$ cat config.mk
export PLATFORM = sky130hd
export DESIGN_NAME = tlp_link_transmitter
export DESIGN_NICKNAME = d
export VERILOG_FILES = /design/src/rtl/tlp_link_transmitter.sv
export SDC_FILE = /design/constraint.sdc
export NUM_CORES = 1
export LEC_CHECK = 0
export BUFFER_PORTS_ARGS = -buffer_cell sky130_fd_sc_hd__buf_2
export CORE_ASPECT_RATIO = 1.75
export CORE_MARGIN = 1.5
export CORE_UTILIZATION = 52
export CTS_CLUSTER_SIZE = 30
export DETAILED_ROUTE_END_ITERATION = 16
export PLACE_DENSITY = 0.85
export SETUP_SLACK_MARGIN = 0.1
export SLEW_MARGIN = 20
export SYNTH_ARGS = -nofsm -noshare
export SYNTH_HDL_FRONTEND = slang
export SYNTH_SLANG_ARGS = --single-unit
export TNS_END_PERCENT = 100
$ cat constraint.sdc
create_clock -name clk -period 5.05 [get_ports clk]
set_input_delay 1.515 -clock clk [delete_from_list [all_inputs] [get_ports clk]]
set_output_delay 1.515 -clock clk [all_outputs]
set_load 0.01 [all_outputs]
$ cat src/rtl/tlp_link_transmitter.sv
// tlp_link_transmitter: round-robin drain of three flagged TLP buffers onto one 32-bit link.
// Optional data_parity output enabled by TLP_TX_PARITY_EN.
module tlp_link_transmitter #(
  parameter int LINK_NUMBER = 0,
  parameter int MAX_WORDS   = 1028
) (
  input  logic        clk,
  input  logic        reset,
  input  logic [34:0] data_in0,
  input  logic [34:0] data_in1,
  input  logic [34:0] data_in2,
  input  logic        valid0,
  input  logic        valid1,
  input  logic        valid2,
  output logic        pop0,
  output logic        pop1,
  output logic        pop2,
  output logic [31:0] data_out,
  output logic        data_valid,
  output logic        data_last,
  input  logic        link_ready,
  output logic        drop_pulse,
  output logic        overrun_pulse
`ifdef TLP_TX_PARITY_EN
  ,
  output logic        data_parity
`endif
);
  localparam int CW = $clog2(MAX_WORDS + 1);
  typedef enum logic [1:0] {IDLE, XFER, DROP} state_t;
  state_t state_q, state_d;
  logic [1:0] ptr_q, ptr_d, gnt_q, gnt_d, p1, p2, sel;
  logic [CW-1:0] cnt_q, cnt_d;
  logic [31:0] data_out_q, data_out_d;
  logic data_valid_q, data_valid_d, data_last_q, data_last_d;
  logic drop_q, drop_d, ovr_q, ovr_d;
  logic [2:0] vld;
  logic [34:0] din_g, din_s;
  logic vld_g, slot_free, xfer, cap, last_w;
`ifdef TLP_TX_PARITY_EN
  logic par_q, par_d;
  assign data_parity = par_q;
`endif
  function automatic logic [1:0] inc3(input logic [1:0] x);
    return x == 2'd2 ? 2'd0 : x + 2'd1;
  endfunction
  assign vld = {valid2, valid1, valid0};
  assign p1 = inc3(ptr_q);
  assign p2 = inc3(p1);
  assign sel = vld[ptr_q] ? ptr_q : vld[p1] ? p1 : p2;
  assign din_s = sel == 2'd2 ? data_in2 : sel == 2'd1 ? data_in1 : data_in0;
  assign din_g = gnt_q == 2'd2 ? data_in2 : gnt_q == 2'd1 ? data_in1 : data_in0;
  assign vld_g = vld[gnt_q];
  assign slot_free = !data_valid_q | link_ready;
  // DROP drains regardless of the output slot; XFER must wait for room
  assign xfer = !reset & vld_g & (state_q == DROP | (state_q == XFER & slot_free));
  assign cap = cnt_q + CW'(1) == CW'(MAX_WORDS);
  assign last_w = !din_g[34] | cap;
  assign {pop2, pop1, pop0} = xfer ? 3'b001 << gnt_q : 3'b000;
  assign data_out = data_out_q;
  assign data_valid = data_valid_q;
  assign data_last = data_last_q;
  assign drop_pulse = drop_q;
  assign overrun_pulse = ovr_q;
  always_comb begin
    state_d = state_q;
    ptr_d = ptr_q;
    gnt_d = gnt_q;
    cnt_d = cnt_q;
    data_out_d = data_out_q;
    data_valid_d = data_valid_q & !link_ready;
    data_last_d = data_last_q;
    drop_d = 1'b0;
    ovr_d = 1'b0;
`ifdef TLP_TX_PARITY_EN
    par_d = par_q;
`endif
    if (state_q == IDLE && |vld) begin
      gnt_d = sel;
      cnt_d = '0;
      state_d = din_s[33:32] == 2'(LINK_NUMBER) ? XFER : DROP;
    end
    if (xfer) begin
      cnt_d = cnt_q + CW'(1);
      ptr_d = last_w ? inc3(gnt_q) : ptr_q;
      state_d = last_w ? IDLE : state_q;
      drop_d = state_q == DROP & last_w;
    end
    if (xfer && state_q == XFER) begin
      data_out_d = din_g[31:0];
      data_valid_d = 1'b1;
      data_last_d = last_w;
      ovr_d = cap & din_g[34];
`ifdef TLP_TX_PARITY_EN
      par_d = ^din_g[31:0];
`endif
    end
  end
  always_ff @(posedge clk) begin
    if (reset) begin
      state_q <= IDLE;
      ptr_q <= '0;
      gnt_q <= '0;
      cnt_q <= '0;
      data_out_q <= '0;
      data_valid_q <= 1'b0;
      data_last_q <= 1'b0;
      drop_q <= 1'b0;
      ovr_q <= 1'b0;
`ifdef TLP_TX_PARITY_EN
      par_q <= 1'b0;
`endif
    end else begin
      state_q <= state_d;
      ptr_q <= ptr_d;
      gnt_q <= gnt_d;
      cnt_q <= cnt_d;
      data_out_q <= data_out_d;
      data_valid_q <= data_valid_d;
      data_last_q <= data_last_d;
      drop_q <= drop_d;
      ovr_q <= ovr_d;
`ifdef TLP_TX_PARITY_EN
      par_q <= par_d;
`endif
    end
  end
endmodule
-- Word-level counts from Yosys, hierarchy flattened
Index checks and enable logic that the tools add are counted.
- register bits after elaboration: 53
- input bits: 111
- output and inout port bits: 39
- $add $sub $neg: 4
- $lt $le $gt $ge: 3
- equal/unequal tests: 10
- shift operators: 1
- mux-type cells: 23
- bitwise logic cells: 11
- reductions and logical operators: 14
- operators with widths (operator ; count):
    $mux 35 ; 2
    $mux 34 ; 2
    $mux 11 ; 2
    $mux 2 ; 9
    $add 11x1->11 const B ; 1
    $eq 11x11->1 const B ; 1
    $eq 2x2->1 const B ; 5
    $lt 2x3->1 const B ; 3
    $add 2x1->2 const B ; 3
    $and 1x1->1 ; 6
    $bmux 1 s2 ; 3
    $eq 2x1->1 const B ; 3
    $logic_not 1->1 ; 4
    $logic_not 2->1 ; 2
    $mux 1 ; 4
    $reduce_and 2->1 ; 2
    $reduce_or 2->1 ; 2
    $mux 3 ; 1
    $or 1x1->1 ; 3
    $reduce_or 3->1 ; 1
    $shl 1x2->3 const A ; 1
    $logic_and 1x1->1 ; 2
    $ne 2x1->1 const B ; 1
    $not 1->1 ; 2
    $reduce_bool 2->1 ; 1

-- Logic depth before layout (Yosys ltp)
- depth after elaboration: 13
- depth in mapped cells: 9
- mapped depth without buffers: 7

-- Worst setup path before layout
No wires, ideal clock.
- kind: input-to-output
- start point: input port link_ready
- end point: output port pop0
- arrival time: 2.549 ns
- data required time: 3.535 ns
- path slack: 0.986 ns
- stages on the path: 5
- path buffers: 1
- path through: nand2b_1 > a21oi_1 > or3_1 > clkbuf_1 > nor3_1
- word-level cells in the longest chain between the ends: 5
- RTL lines (what ; RTL line ; source):
    from (decl) ; 21 ; input logic link_ready,
    $or 1x1->1 ; 54 ; assign slot_free = !data_valid_q | link_ready;
    $and 1x1->1 ; 56 ; assign xfer = !reset & vld_g & (state_q == DROP | (state_q == XFER & slot_free));
    $or 1x1->1 ; 56 ;
    $and 1x1->1 ; 56 ;
    $mux 3 ; 59 ; assign {pop2, pop1, pop0} = xfer ? 3'b001 << gnt_q : 3'b000;
    to (decl) ; 15 ; output logic pop0,
Every way passes these cells.

-- Worst setup path in the final report
Same ends and word-level chain as after synthesis.

==> results.cfg <==
[worst_setup_path]
worstSetupPathType = in2out
r2r_slack_ns = 2.80
critPathMaxFanout = 13
startpoint_type = input port
worstPathArrival_ns = 2.73
endpoint_kind = output port
cp.required_ns = 3.54

[global_route]
grt-ovfl-total = 0
grt_max_degree = 98
grt_pass1_vias = 3328
busiest_layer = met2
grt_first_pass_wirelength_um = 14300
grtUsageMet1 = 0.262
antenna_found_initial = 0
use_met3 = 0.0553
use_met2 = 0.488
grt_util_all_layers = 0.254

[floorplanning]
num_io_pins = 150
core_area_um2 = 6230
fp.dieW_um = 63.9
die_y_um = 109
dieArea_um2 = 6990
initial_utilization = 0.541
rows = 38

[routing]
drt-total-wl_um = 8920
drtPass1Iterations = 4
drtIter0Drc = 219
drtAntennaViolNets = 0
viasPerCell = 5.53
drc = 0
routedWlPerCell_um = 13.6
num_vias = 3619

[placed_design]
dp_hpwl_um = 6820
dpl_cell_area_um2 = 4080
gp_congestion = 0.875
portBuffers = 149

[timing]
fin_setup_tns_ns = 0
clock_skew_ns = 0.0106
maxSlewHeadroom = 0.299
min_period_ns = 4.25
fmax_mhz = 236
worstMarginPinSlew_ns = 1.05
rsz0062_at_grt = no
min_period_over_period = 0.841
drv_slew = 0
hold_violations = 0
finalSetupViolCount = 0

[final_layout]
utilization = 0.676
fillers = 523
fin_nets = 686
finalInstanceArea_um2 = 4210
area_growth_syn_to_layout_pct = 24.9
diodes = 0
drive_above_1_share = 0.307

[logic_synthesis]
syn_inst = 450
synth.net_count = 563
synth_cell_types = 43
yosys-top-cells-area = dfxtp_1 (31%), a21oi_1 (11%), mux2i_1 (11%)
ys_ff_latch = 53
ys.flop_type = dfxtp_1
syn_area_um2 = 3370
synthArstFlopShare = 0
synth_top_area_share = 0.315
yosysSeqAreaShare = 0.315
synth_top_area_cell = dfxtp_1
synth-edff-count = 0
synth.most_common_cell = a21oi_1
synth_common_cells = a21oi_1 (77), nand2_1 (73), dfxtp_1 (53)
syn_avg_cell_area_um2 = 7.49
synth_warnings = 0

[clocking]
post-cts-setup-buffers = 0
postCtsHoldBufs = 0
clockRootBuffer = clkbuf_8
cts-buffers-inserted = 5
clk_path_buf_depth = 2
clk_pin_slew_ns = 0.09
clk_latency_ns = 0.31
cts_sinks = 53
htreeDepth = 2
cts_tree = done
cts_resized = 0

[power]
pwr-share-comb = 0.293
p_int_uw = 731
switching_share = 0.313
power_mw = 1.06
p_leak_nw = 1.73
p_seq_frac = 0.420
ir_drop_uv = 146
clkPwrFrac = 0.287
power.density_nw_per_um2 = 253
p_switching_uw = 333

[worst_hold_path]
hp-class = reg2reg

[run]
cap_violations = 0

[outcome]
status = finished clean
-- sequential cells by signal, indices dropped and copies added (netlist names) --
name,cells
drop_pulse,1
cnt_q,11
data_out,32
gnt_q,2
ptr_q,2
data_valid,1
overrun_pulse,1
data_last,1
state_q,2
-- power by group through the flow --
stage,clock network [mW],logic (mW),registers (mW)
finish,0.305,0.312,0.447
global route,0.329,0.350,0.449
CTS,0.314,0.311,0.447
detailed placement,0,0.311,0.456
global placement,0,0.304,0.455
floorplan,0,0.229,0.451
-- per-stage QoR --
step                setup slack (ns)  instances  hold WS (ns)
CTS                            0.796        654         0.462
floorplan                      0.986        450         0.456
global placement               0.824        646         0.439
finish                         0.805        654         0.456
detailed placement             0.802        646         0.447
global route                   0.745        654         0.474
-- layer usage --
layer,part of all wire,vias up
li1,-,1828
met5,0,-
met1,0.38,1633
met4,0.028,0
met3,0.061,23
met2,0.53,135
-- critical path: stages --
cell      delay (ns)
buf_2           0.07
nand2b_1        0.13
a21oi_1         0.10
or3_1           0.56
nor3_1          0.19
buf_2           0.16
-- cell type report --
class	instances	area, um2	area share
Multi-Input combinational cell	357	2130	0.506
Sequential cell	53	1070	0.253
Timing Repair Buffer	153	776	0.184
Inverter	3	11.3	0.00268
Clock inverter	2	41.3	0.00981
Clock buffer	6	82.6	0.0196
Tap cell	80	100	0.0238
-- final timing paths --
path                                                start                        end  cells after the start
worst max register to register      cnt_q[1]$_SDFFE_PP0P_    state_q[1]$_SDFFE_PP0P_                      7
worst min-delay path            data_out[14]$_SDFFE_PP0P_  data_out[14]$_SDFFE_PP0P_                      2
worst max-delay path                           link_ready                       pop0                      6
worst min register to register  data_out[14]$_SDFFE_PP0P_  data_out[14]$_SDFFE_PP0P_                      2
-- cells in the final DEF, fill, tap and decap left out, types with 2 or more instances in the layout --
cell	Yosys	final
dfxtp_1	53	51
ha_1	2	2
buf_4	2	4
buf_2	11	149
o21ai_0	13	13
nor2b_1	36	36
or3_1	4	4
a21oi_1	77	77
inv_1	3	3
mux2i_1	38	38
nand2b_1	7	7
and2_2	1	2
nor3_1	8	8
a211oi_1	33	33
mux2_2	3	3
and2_1	3	2
and3_1	2	2
nand3b_1	6	6
nor3_2	2	2
a31oi_1	2	2
nand2_1	73	72
nand3_1	8	8
nor2_1	22	22
clkbuf_8	1	6
-- cell families (layout without fill, tap and decap cells) --
logic type,count (synthesis),after routing,synth area share
simple gates,178,178,0.261
compound gates,135,135,0.237
buf+inv,40,164,0.0538
flops,53,53,0.315
xor+xnor,1,1,0.00260
mux,41,41,0.123
fa+ha+maj,2,2,0.00743
Note: power is estimated with default switching activity, not from simulation.
